===== config.mk =====
export PLATFORM = sky130hd
export DESIGN_NAME = ps2_key_receiver
export DESIGN_NICKNAME = d
export VERILOG_FILES = /design/src/rtl/ps2_pkg.sv /design/src/rtl/ps2_key_receiver_fifo.sv /design/src/rtl/ps2_key_receiver.sv
export SDC_FILE = /design/constraint.sdc
export NUM_CORES = 1
export LEC_CHECK = 0
export ABC_AREA = 1
export BUFFER_PORTS_ARGS = -buffer_cell sky130_fd_sc_hd__clkbuf_2
export CORE_UTILIZATION = 40
export CTS_BUF_LIST = sky130_fd_sc_hd__clkbuf_2 sky130_fd_sc_hd__clkbuf_4 sky130_fd_sc_hd__clkbuf_8
export CTS_CLUSTER_SIZE = 25
export DETAILED_ROUTE_END_ITERATION = 8
export PLACE_DENSITY = 0.6
export SLEW_MARGIN = 5
export SYNTH_ARGS = -nofsm -noshare
export SYNTH_HDL_FRONTEND = slang
export SYNTH_SLANG_ARGS = --single-unit
export TNS_END_PERCENT = 1

===== constraint.sdc =====
create_clock -name CLK -period 2.6 [get_ports CLK]
set_clock_uncertainty 0.1 [all_clocks]
set_input_delay 0.13 -clock CLK [delete_from_list [all_inputs] [get_ports CLK]]
set_output_delay 0.13 -clock CLK [all_outputs]
set_load 0.05 [all_outputs]

===== src/rtl/ps2_pkg.sv =====
// ps2_pkg: shared prefix codes, frame-state enum and key-event record for the PS/2 receiver
package ps2_pkg;
  localparam logic [7:0] PS2_EXT_PREFIX = 8'hE0;
  localparam logic [7:0] PS2_BRK_PREFIX = 8'hF0;
  typedef enum logic [1:0] {IDLE, DATA, PARITY, STOP} frame_state_t;
  typedef struct packed {
    logic       ext;
    logic       brk;
    logic [7:0] code;
  } ps2_evt_t;
endpackage


===== src/rtl/ps2_key_receiver_fifo.sv =====
// ps2_event_fifo: first-word-fall-through key-event FIFO
// Ports: i_clk/i_rst_n clock and async active-low reset; i_push/i_data write side;
// i_pop request (ignored when empty); o_data head entry (zero when empty);
// o_full/o_empty status; o_count stored entries.
module ps2_event_fifo
  import ps2_pkg::*;
#(
  parameter int DEPTH = 8
) (
  input  logic                     i_clk,
  input  logic                     i_rst_n,
  input  logic                     i_push,
  input  ps2_evt_t                 i_data,
  input  logic                     i_pop,
  output ps2_evt_t                 o_data,
  output logic                     o_full,
  output logic                     o_empty,
  output logic [$clog2(DEPTH):0]   o_count
);
  localparam int AW = $clog2(DEPTH);
  ps2_evt_t          r_mem [DEPTH];
  logic [AW-1:0]     r_wr;
  logic [AW-1:0]     r_rd;
  logic [AW:0]       r_cnt;
  logic              w_pop;
  logic              w_push;
  assign o_empty = r_cnt == '0;
  assign o_full  = r_cnt == (AW+1)'(DEPTH);
  assign w_pop   = i_pop & ~o_empty;
  // a full FIFO still accepts a write when the head leaves in the same cycle
  assign w_push  = i_push & (~o_full | w_pop);
  assign o_data  = o_empty ? '0 : r_mem[r_rd];
  assign o_count = r_cnt;
  always_ff @(posedge i_clk or negedge i_rst_n)
    if (!i_rst_n) begin
      r_wr  <= '0;
      r_rd  <= '0;
      r_cnt <= '0;
    end else begin
      r_wr  <= r_wr + AW'(w_push);
      r_rd  <= r_rd + AW'(w_pop);
      r_cnt <= r_cnt + (AW+1)'(w_push) - (AW+1)'(w_pop);
    end
  always_ff @(posedge i_clk)
    if (w_push) r_mem[r_wr] <= i_data;
endmodule


===== src/rtl/ps2_key_receiver.sv =====
// ps2_key_receiver: PS/2 keyboard receiver with filtering, frame checks, prefix merge and event FIFO
// Ports: CLK/ARST_L system clock and async active-low reset; PS2_CLK/PS2_DATA raw pins;
// EVT_VALID/EVT_READY/EVT_CODE/EVT_EXT/EVT_BREAK event stream; EVT_COUNT stored events;
// FRAME_ERR one-cycle error pulse; OVERFLOW sticky dropped-event flag.
module ps2_key_receiver
  import ps2_pkg::*;
#(
  parameter int FIFO_DEPTH     = 8,
  parameter int FILTER_LEN     = 4,
  parameter int TIMEOUT_CYCLES = 100000
) (
  input  logic                          CLK,
  input  logic                          ARST_L,
  input  logic                          PS2_CLK,
  input  logic                          PS2_DATA,
  output logic                          EVT_VALID,
  input  logic                          EVT_READY,
  output logic [7:0]                    EVT_CODE,
  output logic                          EVT_EXT,
  output logic                          EVT_BREAK,
  output logic [$clog2(FIFO_DEPTH):0]   EVT_COUNT,
  output logic                          FRAME_ERR,
  output logic                          OVERFLOW
);
  localparam int FW = $clog2(FILTER_LEN + 1);
  localparam int TW = $clog2(TIMEOUT_CYCLES + 1);
  logic [1:0]   r_clk_s;
  logic [1:0]   r_dat_s;
  logic         r_flt;
  logic         r_flt_q;
  logic [FW-1:0] r_flt_cnt;
  frame_state_t r_state;
  logic [2:0]   r_bit;
  logic [7:0]   r_sh;
  logic         r_par;
  logic [TW-1:0] r_to;
  logic         r_good;
  logic         r_err;
  logic         r_ext_pend;
  logic         r_brk_pend;
  logic         r_ovf;
  logic         w_fall;
  logic         w_dat;
  logic         w_to;
  logic         w_ok;
  logic         w_push;
  logic         w_pop;
  logic         w_full;
  logic         w_empty;
  ps2_evt_t     w_head;
  assign w_fall = r_flt_q & ~r_flt;
  assign w_dat  = r_dat_s[1];
  assign w_to   = (r_state != IDLE) && (r_to == TW'(TIMEOUT_CYCLES - 1));
  assign w_ok   = w_dat & (^r_sh ^ r_par);
  // r_sh holds the completed byte for the cycle after r_good; prefixes are absorbed, not queued
  assign w_push = r_good && (r_sh != PS2_EXT_PREFIX) && (r_sh != PS2_BRK_PREFIX);
  assign w_pop  = EVT_READY & ~w_empty;
  // idle-high pins: synchroniser and filter reset to 1 so release never looks like an edge
  always_ff @(posedge CLK or negedge ARST_L)
    if (!ARST_L) begin
      r_clk_s   <= 2'b11;
      r_dat_s   <= 2'b11;
      r_flt     <= 1'b1;
      r_flt_q   <= 1'b1;
      r_flt_cnt <= '0;
    end else begin
      r_clk_s   <= {r_clk_s[0], PS2_CLK};
      r_dat_s   <= {r_dat_s[0], PS2_DATA};
      r_flt_q   <= r_flt;
      r_flt     <= (r_clk_s[1] != r_flt && r_flt_cnt == FW'(FILTER_LEN - 1)) ? r_clk_s[1] : r_flt;
      r_flt_cnt <= (r_clk_s[1] == r_flt || r_flt_cnt == FW'(FILTER_LEN - 1)) ? '0 : r_flt_cnt + 1'b1;
    end
  always_ff @(posedge CLK or negedge ARST_L)
    if (!ARST_L) r_to <= '0;
    else         r_to <= (w_fall || r_state == IDLE) ? '0 : r_to + 1'b1;
  always_ff @(posedge CLK or negedge ARST_L)
    if (!ARST_L) begin
      r_state <= IDLE;
      r_bit   <= '0;
      r_sh    <= '0;
      r_par   <= 1'b0;
      r_good  <= 1'b0;
      r_err   <= 1'b0;
    end else begin
      r_good <= 1'b0;
      r_err  <= 1'b0;
      if (w_to) begin
        r_state <= IDLE;
        r_err   <= 1'b1;
      end else if (w_fall) begin
        case (r_state)
          IDLE: if (!w_dat) begin
            r_state <= DATA;
            r_bit   <= '0;
          end
          DATA: begin
            r_sh    <= {w_dat, r_sh[7:1]};
            r_bit   <= r_bit + 3'd1;
            r_state <= (r_bit == 3'd7) ? PARITY : DATA;
          end
          PARITY: begin
            r_par   <= w_dat;
            r_state <= STOP;
          end
          default: begin
            r_good  <= w_ok;
            r_err   <= ~w_ok;
            r_state <= IDLE;
          end
        endcase
      end
    end
  // each prefix keeps the other pending flag so E0 F0 and F0 E0 both merge
  always_ff @(posedge CLK or negedge ARST_L)
    if (!ARST_L) begin
      r_ext_pend <= 1'b0;
      r_brk_pend <= 1'b0;
      r_ovf      <= 1'b0;
    end else begin
      r_ext_pend <= ~r_err & (r_good ? (r_sh == PS2_EXT_PREFIX) | ((r_sh == PS2_BRK_PREFIX) & r_ext_pend) : r_ext_pend);
      r_brk_pend <= ~r_err & (r_good ? (r_sh == PS2_BRK_PREFIX) | ((r_sh == PS2_EXT_PREFIX) & r_brk_pend) : r_brk_pend);
      r_ovf      <= r_ovf | (w_push & w_full & ~w_pop);
    end
  ps2_event_fifo #(.DEPTH(FIFO_DEPTH)) u_fifo (
    .i_clk   (CLK),
    .i_rst_n (ARST_L),
    .i_push  (w_push),
    .i_data  ('{ext: r_ext_pend, brk: r_brk_pend, code: r_sh}),
    .i_pop   (w_pop),
    .o_data  (w_head),
    .o_full  (w_full),
    .o_empty (w_empty),
    .o_count (EVT_COUNT)
  );
  assign EVT_VALID = ~w_empty;
  assign EVT_CODE  = w_head.code;
  assign EVT_EXT   = w_head.ext;
  assign EVT_BREAK = w_head.brk;
  assign FRAME_ERR = r_err;
  assign OVERFLOW  = r_ovf;
endmodule


# Word level (Yosys, flattened, before mapping)
# Memory sizes are Yosys's and may differ from the RTL's.
# Index checks and enable logic that the tools add are counted.
# W data, S select, Z words.
dict set report word_totals {
  ff_bits 55
  latch_bits 0
  mem_bits_rw 80
  rom_bits 0
  in_bits 5
  out_inout_bits 17
  word_cells 100
  mem_count 1
}
dict set report classes {
  add_sub_neg 7
  mul 0
  div_mod_pow 0
  order_cmp 0
  n_eq_ne 14
  n_shift 0
  mux 20
  n_bitwise 23
  reduce_logical 17
}
# memory depth word_bits read_ports rd_clocked_by_memory_dff wr line_no
set memory_table {}
lappend memory_table {u_fifo.r_mem 8 10 1 0 1 ps2_key_receiver_fifo.sv:21} ;# ps2_evt_t r_mem [DEPTH];
# op n
set op_table {}
lappend op_table {{$add A17 B1 Y17 const B} 1}
lappend op_table {{$eq A17 B17 Y1 const B} 1}
lappend op_table {{$mux W17} 1}
lappend op_table {{$eq A8 B8 Y1 const B} 2}
lappend op_table {{$ne A8 B8 Y1 const B} 2}
lappend op_table {{$and A1 B1 Y1} 11}
lappend op_table {{$mux W1} 10}
lappend op_table {{$mux W10} 1}
lappend op_table {{$mux W2} 4}
lappend op_table {{$reduce_xor A8 Y1} 1}
lappend op_table {{$not A1 Y1} 7}
lappend op_table {{$add A3 B1 Y3} 2}
lappend op_table {{$add A3 B1 Y3 const B} 2}
lappend op_table {{$mux W3} 2}
lappend op_table {{$pmux W2 S3} 1}
lappend op_table {{$pmux W3 S2} 1}
lappend op_table {{$reduce_and A3 Y1} 2}
lappend op_table {{$reduce_bool A2 Y1} 3}
lappend op_table {{$add A4 B1 Y4} 1}
lappend op_table {{$eq A4 B4 Y1 const B} 1}
lappend op_table {{$logic_and A1 B1 Y1} 4}
lappend op_table {{$logic_not A4 Y1} 1}
lappend op_table {{$or A1 B1 Y1} 4}
lappend op_table {{$reduce_and A4 Y1} 1}
lappend op_table {{14 further kinds} 15}

# Longest topological paths before layout
dict set report logic_depth {
  depth_word 8
  ltp_mapped 12
}

# Hierarchy
# Synthesis repeated with hierarchy kept, for this count alone.
dict set report unflattened {
  hier_cells 672
  area_unflattened_um2 6326.1
}
# module instances cells_each area_each_um2 seq_area_each_um2
set by_module_without_submodules {}
lappend by_module_without_submodules {ps2_event_fifo 1 412 4113.9 2652.5}
lappend by_module_without_submodules {ps2_key_receiver 1 260 2212.1 1133.6}

# Least setup slack after synthesis
# Ideal clock, no wire load.
dict set report synth_path {
  kind {register to output}
  startpoint {reg u_fifo.r_cnt[2], in the netlist u_fifo.o_count[2]}
  endpoint {out EVT_BREAK}
  arrival_time_ps 2501
  required_time_ps 2370
  slack_ps -131
  stages_incl_launch_ff 7
  cell_sequence {dfrtp_1 inv_1 ha_1 nand2_1 clkbuf_1 o21ai_0 nor2_1}
}
dict set report synth_between {
  elab_chain_cells 2
}
# item line_no
set synth_lines {}
lappend synth_lines {{start: declaration} ps2_key_receiver_fifo.sv:24} ;# logic [AW:0] r_cnt;
lappend synth_lines {{start signal: assignment} ps2_key_receiver_fifo.sv:42} ;# r_cnt <= r_cnt + (AW+1)'(w_push) - (AW+1)'(w_pop);
lappend synth_lines {{$logic_not A4 Y1} ps2_key_receiver_fifo.sv:27} ;# assign o_empty = r_cnt == '0;
lappend synth_lines {{$mux W10} ps2_key_receiver_fifo.sv:32} ;# assign o_data = o_empty ? '0 : r_mem[r_rd];
lappend synth_lines {{end: declaration} ps2_key_receiver.sv:20} ;# output logic EVT_BREAK,
# Every way passes these cells.

# Worst setup path after layout
dict set report layout_path {
  startpoint {reg u_fifo.r_rd[0]}
  endpoint {out EVT_CODE[5]}
}
dict set report layout_between {
  elab_chain_cells 2
}
# item line_no
set layout_lines {}
lappend layout_lines {{start: declaration} ps2_key_receiver_fifo.sv:23} ;# logic [AW-1:0] r_rd;
lappend layout_lines {{start signal: assignment} ps2_key_receiver_fifo.sv:41} ;# r_rd <= r_rd + AW'(w_pop);
lappend layout_lines {{$mem_v2 Z8 W10} -}
lappend layout_lines {{$mux W10} ps2_key_receiver_fifo.sv:32}
lappend layout_lines {{end: declaration} ps2_key_receiver.sv:18} ;# output logic [7:0] EVT_CODE,
# Every way passes these cells.

==> flow_metrics.py <==
metrics = {
    "yosys": {
        "synth.area.top_cells": "edfxtp_1, dfrtp_1, nor2_1",
        "yosys.area.top_type": "edfxtp_1",
        "yosysMostFrequentCell": "nor2_1",
        "async_flop_share_pct": 40.7,
        "netlist_instances": 574,
        "ys_warn_count": 0,
        "synth_edf_count": 80,
        "synth_ff_type": "edfxtp_1",
        "avgSynthCellArea_um2": 10.3,
        "synth_area_mm2": 0.00593,
        "ys_top_cells_by_count": "nor2_1, nand2_1, edfxtp_1",
        "ys_seq_elements": 135,
        "synth_top_area_share_pct": 40.5,
        "yosysSeqAreaShare_pct": 63.9,
        "yosysUniqueCellTypes": 28,
        "syn_nets": 600,
    },
    "placed_design": {
        "io_buffer_count": 21,
        "place_hpwl_um": 8090,
        "finalWeightedCongestion": 0.805,
        "placed_area_mm2": 0.00636,
    },
    "power_and_ir_drop": {
        "p_switching_w": 0.00304,
        "peakVddDrop_mv": 0.634,
        "clkPwrFrac_pct": 22.7,
        "p_int_w": 0.00428,
        "p_leak_nw": 2.81,
        "seq_power_share_pct": 37.9,
        "cellPowerDensity_mw_per_mm2": 1080,
        "swShare_pct": 41.5,
        "pwr-share-comb_pct": 39.3,
    },
    "floorplan": {
        "boundaryPins": 22,
        "die_y_um": 124,
        "fp-row-count": 44,
        "dieArea_mm2": 0.0153,
        "coreArea_mm2": 0.0145,
        "die_w_um": 124,
        "initial_utilization_pct": 40.9,
    },
    "drt": {
        "drt_iter0_markers": 280,
        "vias": 4092,
        "vias_per_cell": 4.98,
        "firstDrtPassIters": 4,
        "wl_per_cell_um": 15.0,
        "drcViolationCount": 0,
        "ant_nets": 0,
        "wl_um": 12300,
    },
    "layout": {
        "nNetsFinal": 650,
        "regArea_mm2": 0.00379,
        "final_core_util_pct": 46.9,
        "final_cell_area_mm2": 0.00679,
        "multi_input_area_mm2": 0.00188,
        "nFillCells": 1308,
        "drive_above_1_share_pct": 14.6,
        "antenna_cells": 0,
        "area_delta_synth_final_pct": 14.6,
    },
    "global_route": {
        "grt_use_met1_pct": 21.6,
        "grt_first_pass_wirelength_um": 19900,
        "grt_usage_pct": 17.8,
        "antenna_found_initial": 0,
        "grtUsageMet3_pct": 4.21,
        "top_usage_layer": "met2",
        "grt_max_degree": 56,
        "gr-usage-met2_pct": 30.3,
        "gr-total-overflow": 0,
        "grt_pass1_vias": 4028,
    },
    "cts": {
        "numCtsBuffers": 17,
        "cts_tree": "done",
        "clkTransAtPathRegs_ns": 0.07,
        "postCtsSetupBuffers": 0,
        "cts_sinks": 135,
        "clkLatencyLatePin_ns": 0.44,
        "clock_path_buffers": 2,
        "cts_root_buffer": "clkbuf_8",
        "htreeDepth": 4,
    },
    "timing": {
        "worst_pin_slew_ns": 0.711,
        "fmax_ghz": 0.418,
        "setup_violations": 0,
        "rsz0062_at_grt": "false",
        "relSlewSlack_pct": 52.6,
        "fin_crit_ns": 2.39,
        "finalHoldViolCount": 0,
        "period_share_pct": 92.0,
        "drv_slew": 0,
        "fin_hold_ws_ns": 0.219,
    },
    "flow_run": {
        "max_cap_violations": 0,
    },
    "critical_path": {
        "start_kind": "flip-flop",
        "critical_path_class": "reg -> out",
        "crit_required_ns": 2.37,
        "critPathMaxFanout": 16,
        "worst_ep_arrival_time_ns": 2.16,
        "end_kind": "output port",
    },
    "run_status": {
        "outcome": "finished clean",
    },
    "hold_path": {
        "hold_class": "in -> reg",
    },
}
## per-stage QoR
stage                     setup slack [ns]  power [W]  cells  TNS, ns
final                                0.209    0.00732    821        0
after global routing               0.00792    0.00780    821        0
after CTS                           0.0130    0.00739    821        0
after detailed placement             0.322    0.00571    785        0
after global placement               0.397    0.00562    785        0
after floorplan                     -0.131    0.00486    574    -1.05
## layout by cell type (no fill, tap or decap), drive strengths merged, types with 2 or more instances in the layout
cell type	n
nand4	15
dfstp	6
dlygate4sd3	4
clkbuf	46
a21oi	9
edfxtp	80
clkinvlp	2
dfrtp	49
buf	25
ha	20
o21ai	80
nor3	11
inv	45
nand2	83
xor2	8
nand3	16
nand3b	3
clkinv	3
nor2	124
xnor2	4
## path summary, 6_finish.rpt
path | startpoint | to | slack, ns | cells past startpoint
max | u_fifo.r_rd[0] | EVT_CODE[5] | 0.21 | 7
min | PS2_DATA | r_dat_s[0] | 0.22 | 2
max reg2reg | r_sh[6] | u_fifo.o_count[1] | 0.31 | 10
min reg2reg | r_dat_s[0] | r_dat_s[1] | 0.26 | 0
max in group asynchronous | ARST_L | u_fifo.r_rd[0] | 1.63 | 3
min in group asynchronous | ARST_L | r_flt_cnt[2] | 0.26 | 3
## logic make-up after synthesis
| family | synth area share, % |
|---|---|
| compound gates | 7.77 |
| xor+xnor | 1.77 |
| fa+ha+maj | 4.56 |
| buf+inv | 4.39 |
| flops | 63.9 |
| simple gates | 17.6 |
## power groups by stage
stage	registers, W	clock network (W)	logic (W)
2_1_floorplan	0.00291	0	0.00195
3_3_place_gp	0.00280	0	0.00282
3_5_place_dp	0.00282	0	0.00289
4_1_cts	0.00278	0.00171	0.00291
5_1_grt	0.00281	0.00178	0.00322
6_report	0.00278	0.00166	0.00288
## worst max-delay path, stage by stage (launching register included)
cell	delay, ns
dfrtp_2	0.50
inv_4	0.18
buf_4	0.23
nor2_1	0.05
o21ai_0	0.14
o21ai_0	0.09
nor2_1	0.19
clkbuf_2	0.32
## metal layers
layer	wire length [um]	vias to the layer above
met4	136	0
li1	-	2039
met3	492	12
met5	0	-
met2	6240	61
met1	5470	1980
## cell type report
class | instances | share of cell area, %
Multi-Input combinational cell | 376 | 27.7
Clock buffer | 25 | 4.61
Inverter | 44 | 2.47
Sequential cell | 135 | 55.8
Tap cell | 184 | 3.39
Timing Repair Buffer | 50 | 4.96
Clock inverter | 7 | 1.07
## state kept, by name, indices dropped and copies added, names as in the netlist, 2 cells and up
signal and count:
r_bit 3, r_clk_s 2, r_dat_s 2, r_flt_cnt 3, r_sh 8, r_state 2
r_to 17, u_fifo.o_count 4, u_fifo.r_mem 80, u_fifo.r_rd 3, u_fifo.r_wr 3
## timing repair
action / CTS / global route
resized for setup: 1 / 2
hold buffers: 4 / 0
gates cloned: 0 / 0
endpoints found under the setup margin: 1 / 6
endpoints found under the hold margin: 52 / 0
No activity file was read; power rests on OpenSTA's default activity.
